--- config.mk ---
export PLATFORM = sky130hd
export DESIGN_NAME = pes_serial_deserializer
export DESIGN_NICKNAME = d
export VERILOG_FILES = /design/src/rtl/pes_vector_pkg.sv /design/src/rtl/pes_idle_timer.sv /design/src/rtl/pes_serial_deserializer.sv
export SDC_FILE = /design/constraint.sdc
export NUM_CORES = 1
export LEC_CHECK = 0
export ABC_CLOCK_PERIOD_IN_PS = 3600
export CAP_MARGIN = 20
export CORE_UTILIZATION = 55
export CTS_CLUSTER_SIZE = 20
export DETAILED_ROUTE_END_ITERATION = 10
export PLACE_DENSITY = 0.85
export RECOVER_POWER = 100
export SLEW_MARGIN = 20
export SYNTH_ARGS = -nofsm -noshare
export SYNTH_HDL_FRONTEND = slang
export SYNTH_SLANG_ARGS = --single-unit
--- constraint.sdc ---
create_clock -name clk -period 3.6 [get_ports clk]
set_clock_uncertainty 0.05 [all_clocks]
set_input_delay 0.72 -clock clk [delete_from_list [all_inputs] [get_ports clk]]
set_output_delay 0.72 -clock clk [all_outputs]
set_load 0.005 [all_outputs]
--- src/rtl/pes_vector_pkg.sv ---
// Shared types and helpers for the serial-to-parallel vector feeder.
// Used by the deserializer and its inter-bit idle timer.
package pes_vector_pkg;

  localparam int VEC_WIDTH = 8;

  typedef enum logic {IDLE = 1'b0, SHIFT = 1'b1} state_t;

  // Ceiling log2 with a floor of 1, so a counter always has at least one bit.
  function automatic int clog2(input int value);
    int w;
    w = 1;
    while ((1 << w) < value) w++;
    return w;
  endfunction

endpackage

--- src/rtl/pes_idle_timer.sv ---
// Saturating idle-cycle counter. Its terminal count marks the TIMEOUT-th
// consecutive idle cycle; TIMEOUT = 0 means the terminal count never fires.
module pes_idle_timer
  import pes_vector_pkg::*;
#(
  parameter int TIMEOUT = 16
) (
  input  logic clk,
  input  logic rst,
  input  logic clr,
  input  logic en,
  output logic tc
);

  localparam int TW = clog2(TIMEOUT + 1);
  localparam logic [TW-1:0] TC_VAL  = (TIMEOUT == 0) ? '0 : TW'(TIMEOUT - 1);
  localparam logic [TW-1:0] MAX_VAL = '1;

  logic [TW-1:0] count;

  always_ff @(posedge clk or posedge rst) begin
    if (rst) begin
      count <= '0;
    end else if (clr) begin
      count <= '0;
    end else if (en && count != MAX_VAL) begin
      count <= count + TW'(1);
    end
  end

  assign tc = (TIMEOUT != 0) && (count == TC_VAL);

endmodule

--- src/rtl/pes_serial_deserializer.sv ---
// Framed serial-to-parallel deserializer feeding the vector-reversal stage.
// Completed words are registered and held; malformed frames raise frame_err.
module pes_serial_deserializer
  import pes_vector_pkg::*;
#(
  parameter int WIDTH     = VEC_WIDTH,
  parameter int MSB_FIRST = 1,
  parameter int TIMEOUT   = 16
) (
  input  logic                       clk,
  input  logic                       rst,
  input  logic                       bit_in,
  input  logic                       bit_valid,
  input  logic                       sync_in,
  output logic [WIDTH-1:0]           out_vector,
  output logic                       vec_valid,
  output logic                       frame_err,
  output logic [clog2(WIDTH+1)-1:0]  bit_count
);

  localparam int CW = clog2(WIDTH + 1);

  state_t           state, state_nxt;
  logic [WIDTH-1:0] shift_reg, shift_nxt, out_nxt;
  logic [CW-1:0]    count_nxt;
  logic             vec_nxt, err_nxt;
  logic             timer_clr, timer_en, timer_tc;

  // Places a new bit so that the first bit of a frame ends up at the MSB
  // (MSB_FIRST != 0) or at the LSB (MSB_FIRST == 0) once the word is full.
  function automatic logic [WIDTH-1:0] shift_in(input logic [WIDTH-1:0] word,
                                                input logic b);
    if (MSB_FIRST != 0) return {word[WIDTH-2:0], b};
    else                return {b, word[WIDTH-1:1]};
  endfunction

  pes_idle_timer #(
    .TIMEOUT (TIMEOUT)
  ) u_idle_timer (
    .clk (clk),
    .rst (rst),
    .clr (timer_clr),
    .en  (timer_en),
    .tc  (timer_tc)
  );

  always_comb begin
    state_nxt = state;
    shift_nxt = shift_reg;
    count_nxt = bit_count;
    out_nxt   = out_vector;
    vec_nxt   = 1'b0;
    err_nxt   = 1'b0;
    timer_clr = 1'b1;
    timer_en  = 1'b0;
    case (state)
      IDLE: begin
        if (bit_valid && sync_in) begin
          shift_nxt = shift_in('0, bit_in);
          count_nxt = CW'(1);
          state_nxt = SHIFT;
        end
      end
      SHIFT: begin
        if (bit_valid) begin
          // Re-sync wins over completion: the sync bit restarts the frame.
          if (sync_in) begin
            err_nxt   = 1'b1;
            shift_nxt = shift_in('0, bit_in);
            count_nxt = CW'(1);
          end else if (bit_count == CW'(WIDTH - 1)) begin
            out_nxt   = shift_in(shift_reg, bit_in);
            vec_nxt   = 1'b1;
            shift_nxt = '0;
            count_nxt = '0;
            state_nxt = IDLE;
          end else begin
            shift_nxt = shift_in(shift_reg, bit_in);
            count_nxt = bit_count + CW'(1);
          end
        end else if (timer_tc) begin
          err_nxt   = 1'b1;
          shift_nxt = '0;
          count_nxt = '0;
          state_nxt = IDLE;
        end else begin
          timer_clr = 1'b0;
          timer_en  = 1'b1;
        end
      end
      default: state_nxt = IDLE;
    endcase
  end

  always_ff @(posedge clk or posedge rst) begin
    if (rst) begin
      state      <= IDLE;
      shift_reg  <= '0;
      bit_count  <= '0;
      out_vector <= '0;
      vec_valid  <= 1'b0;
      frame_err  <= 1'b0;
    end else begin
      state      <= state_nxt;
      shift_reg  <= shift_nxt;
      bit_count  <= count_nxt;
      out_vector <= out_nxt;
      vec_valid  <= vec_nxt;
      frame_err  <= err_nxt;
    end
  end

endmodule

---- Yosys cells after proc, flatten, opt, wreduce, memory -nomap -nowiden ----
Index checks and enable logic that the tools add are counted.
W data, S select, Z words.
storage, ports and cells
  register bits ........................... 27
  bits of input ports ..................... 5
  output and inout bits ................... 14
  logic and storage cells ................. 53
cells by class
  add/sub/neg operators ................... 2
  equality and inequality tests ........... 5
  muxes and demuxes ....................... 32
  bitwise gates (word level) .............. 2
  reduce and logical (&&, ||, !) cells .... 5
operator list
  operator               count
  $mux W7                5
  $mux W4                5
  $mux W1                17
  $pmux W7 S2            1
  $mux W5                2
  $pmux W4 S2            1
  $add A5 B1 Y5 const B  1
  $eq A5 B4 Y1 const B   1
  $ne A5 B5 Y1 const B   1
  $add A4 B1 Y4 const B  1
  $eq A4 B3 Y1 const B   1
  $reduce_and A4 Y1      1
  $ne A3 B2 Y1 const B   1
  $logic_and A1 B1 Y1    2
  $ne A2 B2 Y1 const B   1
  $not A1 Y1             2
  $pmux W1 S2            1
  $reduce_and A2 Y1      1
  $reduce_bool A2 Y1     1

---- Longest topological paths before layout ----
Gate-level depths: netlist of run 1.
  depth after elaboration ................. 7
  depth in mapped cells ................... 7
  mapped depth without buffers ............ 6

---- Hierarchy ----
A second synthesis of run 1 with hierarchy kept.
unflattened totals
  cell total of the unflattened synthesis .. 96
  area total of the unflattened synthesis .. 1208.7 sq um
modules (own cells, without submodules)
  module                   instances  cells each  area each (sq um)  sequential area each (sq um)
  pes_serial_deserializer  1          71          932.1              550.5
  pes_idle_timer           1          25          276.5              125.1

---- Worst setup path after synthesis of run 1 ----
OpenSTA, ideal clock, no wires.
  kind .................................... input -> register
  from .................................... input port bit_valid
  to ...................................... register out_vector[0]
  library setup time ...................... 0.125 ns
  arrival time ............................ 1.597 ns
  required time ........................... 3.425 ns
  slack ................................... 1.827 ns
  cell stages on the path ................. 5
  buffers on the path ..................... 2
  path through ............................ buf_6 > and3b_4 > nor2b_4 > buf_6 > mux2_4
on the way
  cells in the longest elaborated chain, start to end .. 1
RTL lines
  item                                line                            RTL
  from (decl)                         pes_serial_deserializer.sv:13   input logic bit_valid,
  $reduce_and A4 Y1 (no source line)  n/a
  to (signal assigned)                pes_serial_deserializer.sv:107  out_vector <= out_nxt;
  to (decl)                           pes_serial_deserializer.sv:15   output logic [WIDTH-1:0] out_vector,
No other way between the ends.
A chain may end at the register's enable or synchronous reset.

---- Final worst setup path of run 1 ----
  from .................................... input port bit_valid
  to ...................................... register out_vector[3]
Same word-level chain as after synthesis.

==> results.json, run 1 <==
{
  "ant_nets": 0,
  "clk_path_buf_depth": 2,
  "io_pins": 19,
  "setup_tns_ps": 0,
  "grt_start_max_net_pins": 28,
  "syn-num-nets": 100,
  "worstPathRequired_ps": 3770,
  "track_usage_pct": 18.76,
  "antenna_cells": 0,
  "crit_chain": "dlygate4sd3_1 -> and3b_4 -> nor2b_1 -> mux2_2",
  "synthTopCellsByArea": "dfrtp_1 (56%), mux2_4 (9.9%), a22o_1 (6.5%)",
  "core_sq_mm": 0.002022,
  "viasPerCell": 5.533,
  "seqPwrFrac_pct": 63.9,
  "end_kind": "register",
  "mostFrequentLayoutCells": "dfrtp_1 (27), dlygate4sd3_1 (16), a22o_1 (9)",
  "min_period_over_period_pct": 71.84,
  "htree_levels": 1,
  "hold_viol": 0,
  "cts_buffers": 3,
  "postCtsSetupBuffers": 0,
  "overflow": 0,
  "p_clk_share_pct": 25.0,
  "fp-row-count": 16,
  "period_needed_ps": 2586,
  "dpl.hpwl_um": 1411,
  "p_int_w": 0.0003863,
  "yosysUniqueCellTypes": 30,
  "slew_violations": 0,
  "max_slew.worst_pin.slew_ps": 1066,
  "io_buffer_count": 18,
  "cap_violations": 0,
  "synth_warnings": 0,
  "grt_pass1_wl_um": 3436,
  "nNetsFinal": 120,
  "cts_tree": "done",
  "slew-limit-headroom_pct": 28.95,
  "drt-pass1-iter-count": 4,
  "yosysTopAreaCell": "dfrtp_1",
  "clk_latency_ps": 320,
  "layout-drive-gt1-share_pct": 10.00,
  "die_w_um": 48.93,
  "synth_area_sq_mm": 0.001211,
  "routabilityCongestion": 0.7836,
  "critPathMaxStageDelay_ps": 700,
  "finalSetupViolations": 0,
  "hold_path.class": "reg2reg",
  "cts_sinks": 27,
  "routed_wl_um": 1972,
  "ctsResizeCount": 0,
  "outcome": "complete, no violations",
  "synth-seq-cells": 27,
  "final_common_cell": "dfrtp_1",
  "cts-root-buf": "clkbuf_4",
  "dp_slack_ps": 1087,
  "rsz0062_at_grt": "false",
  "die_area_sq_mm": 0.002394,
  "crit_type": "in2reg",
  "die_h_um": 48.93,
  "start_util_pct": 59.90,
  "syn_inst": 91,
  "power_leakage_nw": 0.7110,
  "switching_share_pct": 24.78,
  "combPwrFrac_pct": 11.2,
  "areaGrowthSynthToFinish_pct": 14.77,
  "setup.worst_path.start_class": "input port",
  "drtIter0Drc": 8,
  "power_switching_w": 0.0001273,
  "vias": 758,
  "crit_buf_inv": 1,
  "worst_path_dominant_cell_family": "simple AND/OR/NAND/NOR gates",
  "synth_top_cell_area_share_pct": 55.79,
  "wl_per_cell_um": 14.39,
  "largest_reg_flops": 8,
  "max_freq_ghz": 0.3867,
  "peakVddDrop_v": 0.0002312,
  "avgSynthCellArea_sq_um": 13.31,
  "worst_slack_ps": 1014,
  "antenna_found_initial": 0,
  "clk_pin_slew_ps": 150,
  "worstPathArrival_ps": 2760,
  "drc_errors": 0,
  "yosysSeqAreaShare_pct": 55.79,
  "grt_pass1_vias": 750,
  "holdBufCountCts": 0,
  "critPathMaxFanout": 9,
  "slowest_stage": "dlygate4sd3_1",
  "p_per_area_mw_per_mm2": 369.5
}
[per-layer routing]
| metal | vias to the layer above | track usage (%) | wire (um) |
|---|---|---|---|
| met3 | 0 | 2.804 | 53 |
| met5 | - | 0 | 0 |
| met4 | 0 | 4.412 | 0 |
| met2 | 15 | 31.48 | 993 |
| met1 | 382 | 25.67 | 924 |
| li1 | 361 | - | - |
[final cells by class]
class	instances	area [sq um]
well taps	27	33.78
multi-input cells	57	457.9
flip-flops and latches	27	675.6
clock inverters	1	5.005
repair buffers	19	183.9
fillers	151	631.9
inverters	3	11.26
clock buffers	3	22.52
[worst paths after layout]
path                                                   startpoint                        end  slack [ps]  depth (start not counted)
worst max-delay path                                    bit_valid  out_vector[3]$_DFFE_PP0P_        1010                          4
worst min-delay path                    out_vector[6]$_DFFE_PP0P_  out_vector[6]$_DFFE_PP0P_         460                          1
worst max register to register  u_idle_timer.count[0]$_DFFE_PP0P_   shift_reg[3]$_DFFE_PP0P_        1450                          6
worst min register to register          out_vector[6]$_DFFE_PP0P_  out_vector[6]$_DFFE_PP0P_         460                          1
max in group asynchronous                                     rst   bit_count[0]$_DFFE_PP0P_        1620                          3
min in group asynchronous                                     rst  out_vector[7]$_DFFE_PP0P_         670                          2
[cells in the mapped netlist, drive strengths merged]
cell	count
a21o	1
a31o	1
mux2	8
nor4bb	1
a22o	9
ha	4
nand3	1
a32o	1
mux2i	2
a22oi	1
inv	3
o21ai	1
xnor2	1
and2	2
xor2	2
and3	2
a211o	1
buf	4
nand4b	1
nor2	8
nor2b	2
dfrtp	27
a21boi	1
nand2	3
a21oi	1
nand3b	1
nand2b	1
and3b	1
[through the flow]
step / cell area, sq um / std cells / util (%) / power, W / hold slack, ps
floorplan: 1211 / 91 / - / 0.0003696 / 423.2
global route: 1390 / 137 / 68.75 / 0.0005390 / 494.8
detailed placement: 1393 / 132 / 68.87 / 0.0003953 / 449.4
finish: 1390 / 137 / 68.75 / 0.0005136 / 460.7
CTS: 1420 / 136 / 70.24 / 0.0005235 / 484.4
global placement: 1393 / 132 / 68.87 / 0.0003926 / 448.3
[power by group through the flow]
| stage | logic, W | registers, W | clock network, W |
|---|---|---|---|
| after CTS | 0.0000619 | 0.000328 | 0.000133 |
| after floorplan | 0.0000376 | 0.000332 | 0 |
| after global routing | 0.0000643 | 0.000330 | 0.000144 |
| final | 0.0000574 | 0.000328 | 0.000128 |
| after detailed placement | 0.0000614 | 0.000334 | 0 |
| after global placement | 0.0000590 | 0.000334 | 0 |
[kinds of logic after synthesis]
group / count (synthesis) / share of synthesized area (%)
XOR/XNOR: 3 / 2.170
AND/OR/NAND/NOR: 23 / 11.26
flip-flops: 27 / 55.79
AO/OA/AOI/OAI: 17 / 11.47
buffers and inverters: 7 / 3.616
adder cells (fa/ha/maj): 4 / 4.132
multiplexers: 10 / 11.57
[worst register-to-register path: cells and delay by family, from the launching register on]
| family | cells | cell delay, ps |
|---|---|---|
| flip-flops | 1 | 430 |
| AND/OR/NAND/NOR | 2 | 660 |
| AO/OA/AOI/OAI | 2 | 510 |
| adder cells (fa/ha/maj) | 2 | 430 |
No activity file was read; power rests on OpenSTA's default activity.
==> run 2, diff against run 1 <==
Settings changed: ABC_CLOCK_PERIOD_IN_PS 3600 to 2300, CORE_UTILIZATION 55 to 47, PLACE_DENSITY 0.85 to 0.78.
Clock period 3.6 ns to 2.3 ns, I/O delays scaled along.
==> run 2 against run 1 <==
Via count fell by 0.92%. Critical path type is now reg2reg. Final cell count rose by 2.9%. Combinational power rose by 56%. Clock power rose by 56%. Hold slack got worse by 11 ps. Design area rose by 1.4%. Sequential share of layout area fell by 0.65 points.
==> results.json, run 2 (same netlist as run 1, synthesis figures left out) <==
{
  "antenna_cells": 0,
  "wl_per_cell_um": 13.45,
  "numPlacedInstances": 137,
  "end_kind": "register",
  "grt_pass1_vias": 735,
  "cap_violations": 0,
  "largest_reg_flops": 8,
  "stdcell_count": 141,
  "start_util_pct": 49.34,
  "routabilityCongestion": 0.7681,
  "critPathMaxFanout": 9,
  "finalSetupViolations": 0,
  "nNetsFinal": 121,
  "layout-drive-gt1-share_pct": 8.108,
  "holdBufCountCts": 0,
  "slowest_stage": "dfrtp_1",
  "final_area_sq_mm": 0.001409,
  "overflow": 0,
  "die_area_sq_mm": 0.002784,
  "peakVddDrop_v": 0.0005820,
  "max_slew.worst_pin.slew_ps": 1397,
  "ant_nets": 0,
  "areaGrowthSynthToFinish_pct": 16.32,
  "clk_pin_slew_ps": 130,
  "multi_input_area_sq_um": 465.4,
  "drtIter0Drc": 8,
  "min_period_over_period_pct": 88.07,
  "vias": 751,
  "critPathMaxStageDelay_ps": 430,
  "placed_area_sq_mm": 0.001411,
  "worst_slack_ps": 274.5,
  "nFillCells": 228,
  "io_buffer_count": 18,
  "slew-limit-headroom_pct": 6.859,
  "p_total_w": 0.0008025,
  "core_sq_mm": 0.002455,
  "setup_tns_ps": 0,
  "outcome": "complete, no violations",
  "die_h_um": 52.77,
  "cts_tree": "done",
  "regArea_sq_um": 675.6,
  "cts_sinks": 27,
  "power_leakage_nw": 0.7260,
  "dp_slack_ps": 128.7,
  "antenna_found_initial": 0,
  "postCtsSetupBuffers": 0,
  "slew_violations": 0,
  "cts_buffers": 3,
  "viasPerCell": 5.326,
  "track_usage_pct": 16.64,
  "crit_type": "reg2reg",
  "max_freq_ghz": 0.4937,
  "cts-root-buf": "clkbuf_4",
  "final_common_cell": "dfrtp_1",
  "crit_chain": "ha_1 -> and3_1 -> ha_1 -> o21ai_0 -> and2_1 -> a22o_1",
  "period_needed_ps": 2026,
  "mostFrequentLayoutCells": "dfrtp_1 (27), dlygate4sd3_1 (15), a22o_1 (9)",
  "clk_latency_ps": 330,
  "dpl.hpwl_um": 1391,
  "die_w_um": 52.77,
  "setup.worst_path.start_class": "register",
  "io_pins": 19,
  "clk_path_buf_depth": 2,
  "worstPathRequired_ps": 2510,
  "worstPathArrival_ps": 2240,
  "grt_start_max_net_pins": 28,
  "hold_path.class": "reg2reg",
  "crit_top_cell": "ha_1",
  "rsz0062_at_grt": "false",
  "fp-row-count": 18,
  "drt-pass1-iter-count": 4,
  "drc_errors": 0,
  "routed_wl_um": 1896,
  "p_per_area_mw_per_mm2": 569.6,
  "hold_viol": 0,
  "grt_pass1_wl_um": 3243,
  "ctsResizeCount": 0,
  "htree_levels": 1
}
==> run 2: where the power goes <==
part           internal [W]  leakage (nW)  switching [W]
clock network     0.0000652        0.0177       0.000135
registers          0.000494         0.367      0.0000190
logic             0.0000469         0.341      0.0000429
==> run 2: through the flow <==
stage                     util (%)  hold WS [ps]
after floorplan                  -         423.2
after global placement       57.49         438.6
after detailed placement     57.49         445.8
after CTS                    58.61         436.4
after global routing         57.39         487.2
final                        57.39         450.0
==> run 2: critical path: cells and delay by family (launching register included) <==
kind	cells	cell delay, ps
fa+ha+maj	2	410
flops	1	430
simple gates	2	580
compound gates	2	490
==> run 2: layer usage <==
layer  GRT usage, %  vias to the layer above  wire length, um
met4          2.632                        0                7
met3          6.087                        2               79
met2          29.54                       17              927
met5              0                        -                0
li1               -                      363                -
met1          19.26                      369              882
==> run 2: final cells by class <==
cell class                 count  area share, %
sequential                    27          47.96
multi-input combinational     57          33.04
timing repair buffer          20          13.59
tap                           30          2.664
clock buffer                   3          1.599
inverter                       3         0.7993
clock inverter                 1         0.3552
==> run 2: worst paths after layout <==
kind                                                    from                                end  slack, ps  cells past startpoint
setup / recovery           u_idle_timer.count[0]$_DFFE_PP0P_           shift_reg[1]$_DFFE_PP0P_        270                      6
hold / removal                     out_vector[1]$_DFFE_PP0P_          out_vector[1]$_DFFE_PP0P_        450                      1
setup reg to reg           u_idle_timer.count[0]$_DFFE_PP0P_           shift_reg[1]$_DFFE_PP0P_        270                      6
hold reg to reg                    out_vector[1]$_DFFE_PP0P_          out_vector[1]$_DFFE_PP0P_        450                      1
max in group asynchronous                                rst  u_idle_timer.count[4]$_DFFE_PP0P_        540                      3
min in group asynchronous                                rst          out_vector[2]$_DFFE_PP0P_        840                      3
==> run 3, diff against run 2 <==
Settings changed: SKIP_LAST_GASP set to 1.
==> results of run 3 <==
No change in the layout: final DEF, timing and power equal those of run 2.
